[config.mk]
export PLATFORM = sky130hd
export DESIGN_NAME = sprite_blitter_flat
export DESIGN_NICKNAME = d
export VERILOG_FILES = /design/src/rtl/sprite_blitter_pkg.sv /design/src/rtl/sprite_blitter_if.sv /design/src/rtl/sprite_blitter_addr_gen.sv /design/src/rtl/sprite_blitter.sv /design/src/flat_wrapper.sv
export SDC_FILE = /design/constraint.sdc
export NUM_CORES = 1
export LEC_CHECK = 0
export BUFFER_PORTS_ARGS = -buffer_cell sky130_fd_sc_hd__buf_2
export CAP_MARGIN = 0
export CORE_ASPECT_RATIO = 1.4
export CORE_MARGIN = 5
export CORE_UTILIZATION = 63
export DETAILED_ROUTE_END_ITERATION = 6
export PLACE_DENSITY_LB_ADDON = 0.15
export SYNTH_ARGS = -nofsm -noshare
export SYNTH_HDL_FRONTEND = slang
export SYNTH_SLANG_ARGS = --single-unit
export TNS_END_PERCENT = 10
[constraint.sdc]
create_clock -name clk_i -period 6.58 [get_ports clk_i]
set_input_delay 0.658 -clock clk_i [delete_from_list [all_inputs] [get_ports clk_i]]
set_output_delay 0.658 -clock clk_i [all_outputs]
set_load 0.01 [all_outputs]
[src/rtl/sprite_blitter_pkg.sv]
// Shared types and constants for the sprite blitter.
// Screen geometry, colour codes and FSM encoding.
package blitter_pkg;

  localparam int SCREEN_W = 640;
  localparam int SCREEN_H = 480;
  localparam int FB_DEPTH = SCREEN_W * SCREEN_H;
  localparam int FB_AW    = 19;
  localparam int ROM_AW   = 12;

  localparam logic [4:0] TRANSPARENT_CODE = 5'h15;

  typedef logic signed [11:0] coord_t;

  typedef enum logic [2:0] {
    S_IDLE,
    S_CLEAR,
    S_BLIT,
    S_DRAIN,
    S_DONE
  } state_e;

  typedef struct packed {
    logic [10:0]       x;
    logic [10:0]       y;
    logic [6:0]        w;
    logic [6:0]        h;
    logic [ROM_AW-1:0] base;
    logic [4:0]        color;
  } cmd_t;

  // Only meaningful for on-screen points; callers gate with in_range.
  function automatic logic [FB_AW-1:0] fb_index(
    input coord_t sx,
    input coord_t sy
  );
    return FB_AW'(sy) * FB_AW'(SCREEN_W) + FB_AW'(sx);
  endfunction

endpackage

[src/rtl/sprite_blitter_if.sv]
// Command, sprite ROM and frame buffer signals of the blitter.
// master = control/ROM side, slave = blitter.
interface sprite_blitter_if;
  import blitter_pkg::*;

  logic              start;
  logic              clear;
  logic [10:0]       spr_x;
  logic [10:0]       spr_y;
  logic [6:0]        spr_w;
  logic [6:0]        spr_h;
  logic [ROM_AW-1:0] rom_base;
  logic [4:0]        fill_color;
  logic [ROM_AW-1:0] rom_addr;
  logic [4:0]        rom_data;
  logic              fb_we;
  logic [FB_AW-1:0]  fb_addr;
  logic [4:0]        fb_data;
  logic              busy;
  logic              done;

  modport master (
    output start, clear, spr_x, spr_y,
    output spr_w, spr_h, rom_base,
    output fill_color, rom_data,
    input  rom_addr, fb_we, fb_addr,
    input  fb_data, busy, done
  );

  modport slave (
    input  start, clear, spr_x, spr_y,
    input  spr_w, spr_h, rom_base,
    input  fill_color, rom_data,
    output rom_addr, fb_we, fb_addr,
    output fb_data, busy, done
  );

endinterface

[src/rtl/sprite_blitter_addr_gen.sv]
// Row-major pixel scan: ROM address, screen coordinate
// and clip flag for the pixel issued this cycle.
module blit_addr_gen
  import blitter_pkg::*;
(
  input  logic              clk_i,
  input  logic              rst_i,
  input  logic              load_i,
  input  logic              step_i,
  input  logic [10:0]       x_i,
  input  logic [10:0]       y_i,
  input  logic [6:0]        w_i,
  input  logic [6:0]        h_i,
  input  logic [ROM_AW-1:0] base_i,
  output logic [ROM_AW-1:0] rom_addr_o,
  output coord_t            sx_o,
  output coord_t            sy_o,
  output logic              in_range_o,
  output logic              last_o
);

  logic [5:0]        col_q;
  logic [5:0]        row_q;
  logic [ROM_AW-1:0] off_q;
  logic              col_end;
  logic              row_end;

  assign col_end = {1'b0, col_q} == w_i - 7'd1;
  assign row_end = {1'b0, row_q} == h_i - 7'd1;
  assign last_o  = col_end & row_end;

  // off_q tracks row*w+col without a multiplier.
  always_ff @(posedge clk_i or posedge rst_i) begin
    if (rst_i) begin
      col_q <= '0;
      row_q <= '0;
      off_q <= '0;
    end else if (load_i) begin
      col_q <= '0;
      row_q <= '0;
      off_q <= '0;
    end else if (step_i) begin
      off_q <= off_q + ROM_AW'(1);
      if (col_end) begin
        col_q <= '0;
        row_q <= row_q + 6'd1;
      end else begin
        col_q <= col_q + 6'd1;
      end
    end
  end

  assign rom_addr_o = base_i + off_q;
  assign sx_o = $signed({x_i[10], x_i})
              + $signed({6'd0, col_q});
  assign sy_o = $signed({y_i[10], y_i})
              + $signed({6'd0, row_q});

  assign in_range_o = !sx_o[11]
                    && (sx_o < 12'sd640)
                    && !sy_o[11]
                    && (sy_o < 12'sd480);

endmodule

[src/rtl/sprite_blitter.sv]
// Sprite blit / screen clear engine feeding the
// frame buffer write port, one pixel per clock.
module sprite_blitter
  import blitter_pkg::*;
(
  input logic             clk_i,
  input logic             rst_i,
  sprite_blitter_if.slave bus
);

  state_e           state_q;
  cmd_t             cmd_q;
  logic [FB_AW-1:0] clr_cnt_q;
  logic [FB_AW-1:0] s2_addr_q;
  logic             s2_vld_q;
  logic             s2_in_q;

  logic [ROM_AW-1:0] gen_addr;
  coord_t            sx;
  coord_t            sy;
  logic              in_range;
  logic              last;
  logic              load;
  logic              step;
  logic              zero_sz;
  logic              wr_blit;
  logic              fb_we;
  logic [FB_AW-1:0]  fb_addr;
  logic [4:0]        fb_data;

  assign load    = (state_q == S_IDLE) & bus.start;
  assign step    = state_q == S_BLIT;
  assign zero_sz = (bus.spr_w == 7'd0)
                 | (bus.spr_h == 7'd0);

  blit_addr_gen u_gen (
    .clk_i      (clk_i),
    .rst_i      (rst_i),
    .load_i     (load),
    .step_i     (step),
    .x_i        (cmd_q.x),
    .y_i        (cmd_q.y),
    .w_i        (cmd_q.w),
    .h_i        (cmd_q.h),
    .base_i     (cmd_q.base),
    .rom_addr_o (gen_addr),
    .sx_o       (sx),
    .sy_o       (sy),
    .in_range_o (in_range),
    .last_o     (last)
  );

  always_ff @(posedge clk_i or posedge rst_i) begin
    if (rst_i) begin
      state_q   <= S_IDLE;
      cmd_q     <= '0;
      clr_cnt_q <= '0;
      s2_addr_q <= '0;
      s2_vld_q  <= 1'b0;
      s2_in_q   <= 1'b0;
    end else begin
      // Stage 2 lines up with rom_data one cycle later.
      s2_vld_q  <= step;
      s2_in_q   <= in_range;
      s2_addr_q <= fb_index(sx, sy);
      unique case (state_q)
        S_IDLE: begin
          if (bus.start) begin
            cmd_q <= '{x:     bus.spr_x,
                       y:     bus.spr_y,
                       w:     bus.spr_w,
                       h:     bus.spr_h,
                       base:  bus.rom_base,
                       color: bus.fill_color};
            clr_cnt_q <= '0;
            if (bus.clear)
              state_q <= S_CLEAR;
            else if (zero_sz)
              state_q <= S_DONE;
            else
              state_q <= S_BLIT;
          end
        end
        S_CLEAR: begin
          if (clr_cnt_q == FB_AW'(FB_DEPTH - 1))
            state_q <= S_DONE;
          else
            clr_cnt_q <= clr_cnt_q + FB_AW'(1);
        end
        S_BLIT: begin
          if (last)
            state_q <= S_DRAIN;
        end
        S_DRAIN: state_q <= S_DONE;
        S_DONE:  state_q <= S_IDLE;
        default: state_q <= S_IDLE;
      endcase
    end
  end

  assign wr_blit = s2_vld_q & s2_in_q
                 & (bus.rom_data != TRANSPARENT_CODE);

  always_comb begin
    fb_we   = 1'b0;
    fb_addr = '0;
    fb_data = '0;
    unique case (1'b1)
      (state_q == S_CLEAR): begin
        fb_we   = 1'b1;
        fb_addr = clr_cnt_q;
        fb_data = cmd_q.color;
      end
      wr_blit: begin
        fb_we   = 1'b1;
        fb_addr = s2_addr_q;
        fb_data = bus.rom_data;
      end
      default: ;
    endcase
  end

  assign bus.fb_we    = fb_we;
  assign bus.fb_addr  = fb_addr;
  assign bus.fb_data  = fb_data;
  assign bus.rom_addr = step ? gen_addr : '0;
  assign bus.busy     = (state_q == S_CLEAR)
                      | (state_q == S_BLIT)
                      | (state_q == S_DRAIN);
  assign bus.done     = state_q == S_DONE;

endmodule

[src/flat_wrapper.sv]
// flat-port wrapper written by rule: the top's interface ports become plain ports
module sprite_blitter_flat import blitter_pkg::*;
  (clk_i, rst_i, bus_start, bus_clear, bus_spr_x, bus_spr_y, bus_spr_w, bus_spr_h, bus_rom_base, bus_fill_color, bus_rom_data, bus_rom_addr, bus_fb_we, bus_fb_addr, bus_fb_data, bus_busy, bus_done);
  sprite_blitter_if bus_i ();
  input logic clk_i;
  input logic rst_i;
  input wire logic [$bits(bus_i.start)-1:0] bus_start;
  input wire logic [$bits(bus_i.clear)-1:0] bus_clear;
  input wire logic [$bits(bus_i.spr_x)-1:0] bus_spr_x;
  input wire logic [$bits(bus_i.spr_y)-1:0] bus_spr_y;
  input wire logic [$bits(bus_i.spr_w)-1:0] bus_spr_w;
  input wire logic [$bits(bus_i.spr_h)-1:0] bus_spr_h;
  input wire logic [$bits(bus_i.rom_base)-1:0] bus_rom_base;
  input wire logic [$bits(bus_i.fill_color)-1:0] bus_fill_color;
  input wire logic [$bits(bus_i.rom_data)-1:0] bus_rom_data;
  output wire logic [$bits(bus_i.rom_addr)-1:0] bus_rom_addr;
  output wire logic [$bits(bus_i.fb_we)-1:0] bus_fb_we;
  output wire logic [$bits(bus_i.fb_addr)-1:0] bus_fb_addr;
  output wire logic [$bits(bus_i.fb_data)-1:0] bus_fb_data;
  output wire logic [$bits(bus_i.busy)-1:0] bus_busy;
  output wire logic [$bits(bus_i.done)-1:0] bus_done;
  assign bus_i.start = bus_start;
  assign bus_i.clear = bus_clear;
  assign bus_i.spr_x = bus_spr_x;
  assign bus_i.spr_y = bus_spr_y;
  assign bus_i.spr_w = bus_spr_w;
  assign bus_i.spr_h = bus_spr_h;
  assign bus_i.rom_base = bus_rom_base;
  assign bus_i.fill_color = bus_fill_color;
  assign bus_i.rom_data = bus_rom_data;
  assign bus_rom_addr = bus_i.rom_addr;
  assign bus_fb_we = bus_i.fb_we;
  assign bus_fb_addr = bus_i.fb_addr;
  assign bus_fb_data = bus_i.fb_data;
  assign bus_busy = bus_i.busy;
  assign bus_done = bus_i.done;
  sprite_blitter u_core (.clk_i(clk_i), .rst_i(rst_i), .bus(bus_i));
endmodule
* Yosys cells after proc, flatten, opt, wreduce, memory -nomap -nowiden
Index checks and enable logic that the tools add are counted.
Widths: inputs -> output; s select.
** Word-level totals
- Bits of input ports :: 62
- Output and inout port bits :: 39
- Logic and storage cells :: 83
- RAM bits :: 0
- Bits in registers :: 120
- Bits in latches :: 0
- Memories :: 0
- Memory bits (read-only) :: 0
** Operators by class
- Reductions and logical operators :: 16
- Bitwise gates (word level) :: 7
- Shifts and indexed selects :: 0
- Add/sub/neg operators :: 10
- Divide/modulo/power cells :: 0
- Multiplexer cells :: 21
- Multiply operators :: 1
- Magnitude comparators :: 2
- Equality and inequality tests :: 12
** Operators with widths (number)
- $pmux 19 s2 :: 2
- $mux 19 :: 2
- $mux 12 :: 3
- $mux 6 :: 6
- $add 11x7->12 :: 2
- $add 19x1->19 const B :: 1
- $add 19x12->19 :: 1
- $eq 19x19->1 const B :: 1
- $mux 3 :: 5
- $eq 6x7->1 :: 2
- $logic_not 7->1 :: 2
- $sub 7x1->7 const B :: 2
- $add 12x1->12 const B :: 1
- $add 12x12->12 :: 1
- $add 6x1->6 const B :: 2
- $lt 12x10->1 const B :: 1
- $lt 12x11->1 const B :: 1
- $mul 12x4->12 const B :: 1
- $pmux 3 s4 :: 1
- $pmux 5 s2 :: 1
- $eq 3x2->1 const B :: 2
- $reduce_and 3->1 :: 2
- $reduce_bool 2->1 :: 3
- $ne 5x5->1 const B :: 1
- 12 further kinds :: 23

* Longest topological paths before layout
Gate-level depths: netlist of the first run.
- Depth in word-level cells :: 6
- Gate-level depth with buffers :: 23
- Depth with buffers taken out :: 23

* Modules after synthesis
A second synthesis of the first run with hierarchy kept.
** Unflattened totals
- Cell total of the unflattened synthesis :: 778
- Area, all modules :: 7851.3 um^2
** Modules (own cells, without submodules)
- sprite_blitter :: cells an instance 444, times used 1, sequential area each 2402.3 um^2, area each 5064.9 um^2
- blit_addr_gen :: cells an instance 334, times used 1, sequential area each 600.6 um^2, area each 2786.4 um^2

* Worst setup path before layout of the first run
No wires, ideal clock.
- Kind :: reg-to-reg
- Start :: reg u_core.u_gen.row_q[0]
- End :: reg u_core.s2_addr_q[17]
- Data required time :: 6444 ps
- Clock period less this slack :: 4155 ps
- Path slack :: 2425 ps
- Stages on the path, launching flop included :: 22
- Library setup time :: 136 ps
- Data arrival time :: 4019 ps
- Path buffers :: 0
- Path through :: dfrtp_1 > ha_1 > inv_1 > fa_1 > nor2b_1 > o21a_1 > o21a_1 > o21ai_0 > and2_1 > xnor2_1 > ha_1 > ha_1 > inv_1 > o21bai_1 > a21oi_1 > o21ai_0 > xor2_1 > ha_1 > inv_1 > and3_1 > a2111oi_0 > nand3_1
** Between the ends
- Longest elaborated chain between the ends :: 3
** Ends and longest elaborated chain
- start, declared :: line sprite_blitter_addr_gen.sv:23 : logic [5:0] row_q;
- start signal, assigned :: line sprite_blitter_addr_gen.sv:46 : row_q <= row_q + 6'd1;
- $add 11x7->12 :: line sprite_blitter_addr_gen.sv:57 : + $signed({6'd0, row_q});
- $mul 12x4->12 :: line sprite_blitter_pkg.sv:37 : return FB_AW'(sy) * FB_AW'(SCREEN_W) + FB_AW'(sx);
- $add 19x12->19 :: line sprite_blitter_pkg.sv:37
- end signal, assigned :: line sprite_blitter.sv:65 : s2_addr_q <= fb_index(sx, sy);
- end, declared :: line sprite_blitter.sv:14 : logic [FB_AW-1:0] s2_addr_q;
Every way passes these cells.
A chain may end at the register's enable or synchronous reset.

* Worst setup path after layout of the first run
Same ends and word-level chain as after synthesis.

==> flow_summary.ini, run 1 <==
[status]
status = finished clean

[floorplan]
top_level_ports = 101
core_um2 = 11900
core.rowCount = 47
die-area_um2 = 14400
start_util_pct = 64.2
die_h_um = 140
die_w_um = 103

[clocking]
path_clk_slew_ns = 0.05
htree_levels = 4
clk_latency_ns = 0.41
cts_setup_buffers = 0
numCtsBuffers = 17
ctsHoldBuffers = 0
post_cts_resized = 0
cts_tree = yes
clk_path_buf_depth = 2
clock_sinks = 120
clockRootBuffer = clkbuf_16

[hold_path]
min-delay-path-class = in2async

[global_routing]
antenna_found_initial = 0
grt_pass1_wl_mm = 28.8
grt_pass1_vias = 6390
grt_usage_pct = 24.6
overflow = 0
grt_start_max_net_pins = 73

[timing]
finalMaxSlewViolations = 0
tns_ns = 0
fin_crit_ns = 4.64
finalCritPeriodShare_pct = 70.5
rsz0062_at_grt = false
relSlewSlack_pct = 25.2
timing.fmax_ghz = 0.216
hold_violations = 0
setup_viol_count_final = 0
fin_skew_ns = 0.00780
max_slew.worst_pin.slew_ns = 1.12

[placement]
post-dp-hpwl_mm = 12.4
io_buffers = 100
place_congestion = 0.870

[synth]
ys.flop_type = dfrtp_1
synth_top_area_share_pct = 39.4
yosysWarnings = 0
syn_avg_cell_area_um2 = 8.78
synth_area_um2 = 7630
ys_seq_area_share_pct = 39.4
synthTopCellsByCount = nand2_1, dfrtp_1, nor2_1, ha_1, xnor2_1
synth_most_common_cell = nand2_1
synthDistinctLibCells = 59
ys_async_sr_fraction_pct = 100
synthTopCellsByArea = dfrtp_1, ha_1, nand2_1
ys_ff_latch = 120
synth_top_area_cell = dfrtp_1
netlist_instances = 869
syn_nets = 993
synth_edf_count = 0

[setup_path]
cp_slowest_stage_delay_ns = 0.44
critPathLaunchType = flop
cp-end-kind = flop
cp_slowest_cell = dfrtp_1
crit_top_cell = ha_1
required_ns = 6.85
rrSetupSlack_ns = 1.94
cp_max_fo = 5
crit_chain = ha_1 > inv_1 > fa_1 > nor2b_1 > o21a_1 > o21a_1 > o21ai_0 > and2_1 > xnor2_1 > ha_1 > ha_1 > inv_1 > o21bai_1 > a21oi_1 > o21ai_0 > xor2_1 > ha_1 > inv_1 > and3_1 > a2111oi_0 > nand3_1
cp_num_buf_inv = 3
crit_type = reg2reg
cp_top_family = adder cells
crit_arrival_ns = 4.91

[route]
first_pass_iters = 5
drc = 0
via_count = 6490
drt_iter0_drc = 298
wl_per_cell_um = 15.4
via_per_inst = 5.77
final_antenna_net_count = 0
drt_wl_total_mm = 17.3

[cells_and_area]
postLayoutCoreUtil_pct = 74.2
num_antenna_cells = 0
num-fill-cells = 908
syn2layout_area_growth_pct = 15.7
drive_above_1_share_pct = 15.1
fin_nets = 1090

[pwr]
total_power_w = 0.00453
power_density_nw_per_um2 = 514
p_leak_nw = 4.40
ir_drop_mv = 0.298

[flow_run]
drv_cap = 0
cell families after synthesis:
family                     synth area share (%)
and+or+nand+nor                            23.3
AOI/OAI and AO/OA                          13.5
DFF                                        39.4
xor gates and xnor gates                   9.65
buffers and inverters                      3.10
adders and majority gates                  10.7
muxes                                     0.410
state kept, by name (all words and copies together) (netlist names):
name / count
u_core.cmd_q: 53
u_core.state_q: 3
u_core.u_gen.row_q: 6
u_core.s2_addr_q: 19
u_core.s2_vld_q: 1
u_core.u_gen.off_q: 12
u_core.s2_in_q: 1
u_core.clr_cnt_q: 19
u_core.u_gen.col_q: 6
per-stage QoR:
stage	hold WS [ns]	instance area, um^2	std cells	setup slack, ns
6_report	0.317	8820	1125	1.94
5_1_grt	0.378	8820	1125	1.57
4_1_cts	0.343	8820	1125	1.94
3_5_place_dp	0.464	8260	1094	2.01
3_3_place_gp	0.461	8260	1094	2.16
2_1_floorplan	0.446	7630	869	2.43
cells in the final DEF, fill, tap and decap left out, types with 7 or more instances in the layout:
cell type    n
nand2_1    181
dfrtp_1    120
buf_2      100
nor2_1      77
ha_1        57
xnor2_1     50
o21ai_0     37
a21oi_1     36
inv_1       35
xor2_1      34
a22o_1      24
nand3_1     23
nor3_1      19
clkbuf_16   17
nand4_1     14
and3_1      10
a21o_1       9
a31oi_1      8
or3_1        8
nand2b_1     8
o21a_1       7
metal layers:
layer  GRT usage (%)  vias up  part of all wire (%)
met5               0        -                     0
met4            8.46        0                   1.6
met3            4.38       28                   5.2
met2            43.7      168                    52
met1            29.3     3083                    41
li1                -     3211                     -
final cells by class:
type | instances | area, um^2 | area share, %
multi-input combinational | 686 | 4400 | 49.9
timing repair buffer | 105 | 538 | 6.10
inverter | 36 | 138 | 1.56
tap | 147 | 184 | 2.09
sequential | 120 | 3000 | 34.0
clock inverter | 9 | 101 | 1.15
clock buffer | 22 | 454 | 5.15
report_power, final:
| part | switching, W | internal (W) |
|---|---|---|
| combinational | 0.00136 | 0.00103 |
| sequential | 0.000245 | 0.00102 |
| clock | 0.000316 | 0.000561 |
| total | 0.00192 | 0.00261 |
path summary, 6_finish.rpt:
check	start	to	cells after the start
setup / recovery	u_core.u_gen.row_q[0]	u_core.s2_addr_q[17]	21
hold / removal	rst_i	u_core.clr_cnt_q[15]	2
setup reg to reg	u_core.u_gen.row_q[0]	u_core.s2_addr_q[17]	21
hold reg to reg	u_core.cmd_q[3]	u_core.cmd_q[3]	2
max in group asynchronous	rst_i	u_core.cmd_q[25]	3
min in group clk_i	bus_spr_x[4]	u_core.cmd_q[46]	3
worst register-to-register path, delay by kind of cell, from the launching register on:
kind	cells	cell delay (ns)
compound gates	7	1.25
buf+inv	3	0.21
simple gates	4	0.63
xor+xnor	2	0.40
fa+ha+maj	5	1.56
flops	1	0.44
Power figures use the tool's default switching activity.
==> run 2: changes to the inputs <==
--- a/config.mk
+++ b/config.mk
@@ -9,7 +9,7 @@
 export CAP_MARGIN = 0
 export CORE_ASPECT_RATIO = 1.4
 export CORE_MARGIN = 5
-export CORE_UTILIZATION = 63
+export CORE_UTILIZATION = 53
 export DETAILED_ROUTE_END_ITERATION = 6
 export PLACE_DENSITY_LB_ADDON = 0.15
 export SYNTH_ARGS = -nofsm -noshare
==> constraint.sdc (replaced) <==
create_clock -name clk_i -period 4.1 [get_ports clk_i]
set_input_delay 0.41 -clock clk_i [delete_from_list [all_inputs] [get_ports clk_i]]
set_output_delay 0.41 -clock clk_i [all_outputs]
set_load 0.01 [all_outputs]
==> run 2 against run 1 <==
First-iteration DRC count rose by 29%; sequential cell count did not move; count of clock-buffer cells in the layout fell by 4; sequential share of layout area fell by 1.4 points; total power rose by 69%; final cell count rose by 6.2%; worst setup slack got worse by 1.8 ns; clock power rose by 67%; critical path type unchanged.
==> flow_summary.ini, run 2 (synthesis results as in run 1) <==
[status]
status = finished clean

[cells_and_area]
top_register = u_core.cmd_q
mostFrequentLayoutCells = nand2_1, dfrtp_1, buf_2
biggestRegsByFlops = u_core.cmd_q: 53 flops, u_core.clr_cnt_q: 19 flops, u_core.s2_addr_q: 19 flops
drive_above_1_share_pct = 19.6
final_common_cell = nand2_1
largest_reg_flops = 53
fin_nets = 1117
syn2layout_area_growth_pct = 20.8
stdcell_count = 1195
num_antenna_cells = 0

[global_routing]
grt_pass1_wl_mm = 29.1
grt_pass1_vias = 6124
grt_busiest_layer = met2
overflow = 0
grt_start_max_net_pins = 80
grt_usage_pct = 20.7
antenna_found_initial = 0
use_met3_pct = 4.30
met2_usage_pct = 36.5
grtUsageMet1_pct = 26.0

[pwr]
ir_drop_mv = 0.488
power_density_nw_per_um2 = 834
p_leak_nw = 4.57

[setup_path]
crit_type = reg2reg
cp_max_fo = 5
critPathLaunchType = flop
required_ns = 4.38
cp-end-kind = flop
r2r_cells = 20
crit_arrival_ns = 4.24

[timing]
relSlewSlack_pct = 25.3
hold_violations = 0
timing.fmax_ghz = 0.253
rsz0062_at_grt = true
fin_skew_ns = 0.0104
finalCritPeriodShare_pct = 96.5
fin_worst_hold_slack_ns = 0.181
tns_ns = 0
finalMaxSlewViolations = 0
fin_crit_ns = 3.96
setup_viol_count_final = 0
max_slew.worst_pin.slew_ns = 1.12

[route]
first_pass_iters = 4
via_per_inst = 5.33
drt_wl_total_mm = 17.4
drt_iter0_drc = 385
drc = 0
wl_per_cell_um = 14.5
final_antenna_net_count = 0
via_count = 6367

[clocking]
htree_levels = 4
clockRootBuffer = clkbuf_16
cts_tree = yes
numCtsBuffers = 17
path_clk_slew_ns = 0.06
ctsHoldBuffers = 0
clock_sinks = 120
clk_path_buf_depth = 2
clk_latency_ns = 0.41

[hold_path]
hold_depth = 3
min-delay-path-class = in2reg

[placement]
post-dp-hpwl_mm = 12.9
io_buffers = 100
place_congestion = 0.812
place_inst = 1161

[floorplan]
top_level_ports = 101
die_h_um = 152
die-area_um2 = 16900
core_um2 = 14300
die_w_um = 111
start_util_pct = 53.3
core.rowCount = 52

[flow_run]
drv_cap = 0
## run 2: repair_timing
action,4_1_cts,5_1_grt
setup endpoints to repair,2,4
endpoints found under the hold margin,0,0
gates resized for setup,7,13
buffers inserted,0,2
pin swaps,0,16
cloned,0,0
## run 2: layout make-up
class,instances,area (um^2)
Clock buffer,18,439
Clock inverter,14,151
Fill cell,1274,5100
Inverter,36,138
Multi-Input combinational cell,686,4490
Sequential cell,120,3000
Tap cell,189,236
Timing Repair Buffer,132,753
## run 2: metal layers
metal	part of all wire (%)	wire (um)
met1	43	7550
met2	52	9080
met3	3.3	573
met4	1.0	182
met5	0	0
## run 2: per-stage QoR
| stage | total power, W | instance area, um^2 | utilization [%] | setup slack (ns) |
|---|---|---|---|---|
| 4_1_cts | 0.00764 | 9160 | 64.0 | 0.0132 |
| 3_5_place_dp | 0.00605 | 8540 | 59.6 | -0.0648 |
| 2_1_floorplan | 0.00500 | 7640 | - | 0.0185 |
| 3_3_place_gp | 0.00597 | 8540 | 59.6 | 0.00287 |
| 6_report | 0.00768 | 9210 | 64.3 | 0.142 |
| 5_1_grt | 0.00840 | 9210 | 64.3 | -0.195 |
## run 2: worst max-delay path, cell delays in order, from the launching register on
cell	delay, ns
dfrtp_1	0.35
ha_2	0.18
inv_2	0.04
fa_2	0.33
nor2b_1	0.12
o21a_1	0.16
o21a_1	0.15
o21ai_1	0.08
and2_4	0.19
nor2_2	0.11
xor2_1	0.19
ha_1	0.29
ha_4	0.27
nand3_1	0.08
nand3_2	0.09
nor2_1	0.12
xnor2_1	0.14
ha_2	0.31
and3_1	0.19
a2111oi_2	0.31
nand3_1	0.10
## run 2: power breakdown
group / switching, W / leakage (nW) / total (W) / internal (W)
Clock: 0.000561 / 0.280 / 0.00147 / 0.000913
Combinational: 0.00222 / 2.75 / 0.00419 / 0.00197
Sequential: 0.000384 / 1.54 / 0.00202 / 0.00164
Total: 0.00317 / 4.57 / 0.00768 / 0.00452
## run 2: worst paths after layout
kind,startpoint,end,slack (ns)
max,u_core.cmd_q[31],u_core.s2_addr_q[17],0.14
min,bus_rom_base[4],u_core.cmd_q[9],0.18
max reg2reg,u_core.cmd_q[31],u_core.s2_addr_q[17],0.14
min reg2reg,u_core.cmd_q[1],u_core.cmd_q[1],0.48
max in group asynchronous,rst_i,u_core.cmd_q[5],3.17
min in group asynchronous,rst_i,u_core.s2_addr_q[13],0.21
==> run 3: changes to the inputs <==
==> constraint.sdc (replaced) <==
create_clock -name clk_i -period 3.5 [get_ports clk_i]
set_input_delay 0.35 -clock clk_i [delete_from_list [all_inputs] [get_ports clk_i]]
set_output_delay 0.35 -clock clk_i [all_outputs]
set_load 0.01 [all_outputs]
==> run 3 against run 2 <==
The run now ends with setup timing left; count of clock-buffer cells in the layout did not move; critical endpoint is now u_core.s2_addr_q[18]; die area unchanged; largest cell class unchanged; fmax shrank 1.7%.
==> flow_summary.ini, run 3 (synthesis results as in run 1) <==
[clocking]
numCtsBuffers = 17
cts_tree = yes
path_clk_slew_ns = 0.06
clk_path_buf_depth = 2
htree_levels = 4
clockRootBuffer = clkbuf_16
ctsHoldBuffers = 0
clock_sinks = 120
clk_latency_ns = 0.40

[global_routing]
grt_pass1_vias = 6728
overflow = 0
grt_pass1_wl_mm = 30.6
grt_usage_pct = 21.5
grt_start_max_net_pins = 121
antenna_found_initial = 0

[route]
drt_wl_total_mm = 18.2
first_pass_iters = 7
top_layer = met4
wl_met1_mm = 7.58
drc = 0
via_count = 6699
dr_wl_met3_um = 743
final_antenna_net_count = 0
dr_wl_met2_mm = 9.57
via_per_inst = 5.35
wl_per_cell_um = 14.5
drt_iter0_drc = 341

[setup_path]
crit_chain = ha_2 > inv_2 > fa_2 > nor2b_2 > o21a_1 > o21a_1 > o21ai_2 > and2_4 > xnor2_2 > ha_1 > ha_4 > inv_1 > o21bai_1 > a21oi_2 > o21ai_1 > xor2_1 > ha_1 > inv_2 > nor2_1 > nor2_1 > a31oi_1 > xor2_1 > xnor2_1
r2r_start = u_core.u_gen.row_q[0]
cp_slowest_stage_delay_ns = 0.35
regToRegEndpoint = u_core.s2_addr_q[18]
cp-end-kind = flop
cp_max_fo = 4
crit_type = reg2reg
rrSetupSlack_ns = -0.53
cp_slowest_cell = dfrtp_1
crit_arrival_ns = 4.35
r2r_cells = 23
critPathLaunchType = flop
required_ns = 3.83

[timing]
fin_crit_ns = 4.03
timing.fmax_ghz = 0.248
setup_viol_count_final = 5
fin_ws_ns = -0.526
max_slew.worst_pin.slew_ns = 0.813
relSlewSlack_pct = 45.6
finalMaxSlewViolations = 0
fin_skew_ns = 0.00796
hold_violations = 0
rsz0062_at_grt = true
finalCritPeriodShare_pct = 115
fin_worst_hold_slack_ns = 0.0607

[floorplan]
die-area_um2 = 16900
top_level_ports = 101
die_w_um = 111
start_util_pct = 53.3
core.rowCount = 52
die_h_um = 152
core_um2 = 14300

[cells_and_area]
num_antenna_cells = 0
drive_above_1_share_pct = 24.4
biggestRegsByFlops = u_core.cmd_q: 53 flops, u_core.clr_cnt_q: 19 flops, u_core.s2_addr_q: 19 flops
mostFrequentLayoutCells = nand2_1, dfrtp_1, buf_2
syn2layout_area_growth_pct = 26.8
stdcell_area_um2 = 9670
largest_reg_flops = 53
fin_nets = 1173
final_common_cell = nand2_1
top_register = u_core.cmd_q

[placement]
placed_cell_area_um2 = 9010
post-dp-hpwl_mm = 13.6
place_congestion = 0.843
io_buffers = 100

[status]
status = complete, but fails checks
violations = setup timing

[pwr]
power_density_nw_per_um2 = 1020
total_power_w = 0.00985
ir_drop_mv = 0.601
p_leak_nw = 4.85

[hold_path]
min-delay-path-class = in2async

[flow_run]
drv_cap = 0
-- run 3: cell count changes in the layout (fill, tap and decap cells not counted), sizes merged --
cell / before / now
buf: 132 / 188
bufinv: 2 / 3
clkinv: 7 / 6
-- run 3: power by group --
part,internal (W),switching (W),total (W)
combinational,0.00288,0.00285,0.00573
sequential,0.00192,0.000434,0.00235
clock,0.00112,0.000642,0.00177
-- run 3: worst max-delay path, delay by kind of cell, from the launching register on --
| kind | cells | cell delay (ns) |
|---|---|---|
| compound gates | 7 | 0.96 |
| xor+xnor | 4 | 0.61 |
| fa+ha+maj | 5 | 1.50 |
| buf+inv | 3 | 0.14 |
| flops | 1 | 0.35 |
| simple gates | 4 | 0.39 |
-- run 3: routing by layer --
metal | up-vias | global-route usage (%)
met5 | - | 0
met4 | 0 | 7.01
met3 | 28 | 3.70
met2 | 146 | 39.8
met1 | 3148 | 24.8
li1 | 3377 | -
-- run 3: final cells by class --
| class | instances | area [um^2] |
|---|---|---|
| fillers | 1220 | 4650 |
| multi-input cells | 686 | 4510 |
| flip-flops and latches | 120 | 3000 |
| repair buffers | 188 | 1170 |
| clock buffers | 18 | 429 |
| well taps | 189 | 236 |
| clock inverters | 14 | 175 |
| inverters | 36 | 139 |
-- run 3: through the flow --
step | util [%] | setup TNS, ns | setup slack, ns | instances
global route | 67.5 | -2.92 | -0.834 | 1251
CTS | 67.4 | -1.54 | -0.459 | 1251
detailed placement | 62.9 | -1.68 | -0.508 | 1216
floorplan | - | -0.922 | -0.385 | 869
finish | 67.5 | -1.59 | -0.526 | 1251
global placement | 62.9 | -1.35 | -0.406 | 1216
-- run 3: how the worst max path moves through the flow --
stage / startpoint / to / depth (start not counted)
after floorplan: u_core.u_gen.row_q[0] / u_core.s2_addr_q[18] / 23
after global placement: u_core.cmd_q[31] / u_core.s2_addr_q[18] / 23
after detailed placement: u_core.cmd_q[31] / u_core.s2_addr_q[18] / 22
after CTS: u_core.u_gen.row_q[0] / u_core.s2_addr_q[18] / 23
after global routing: u_core.u_gen.row_q[0] / u_core.s2_addr_q[18] / 23
final: u_core.u_gen.row_q[0] / u_core.s2_addr_q[18] / 23
-- run 3: repair_timing --
item                                    CTS  global route
setup buffers                             3             0
pin swaps                                12             2
endpoints found under the setup margin    5             8
resized for setup                         6             5
cloned                                    0             0
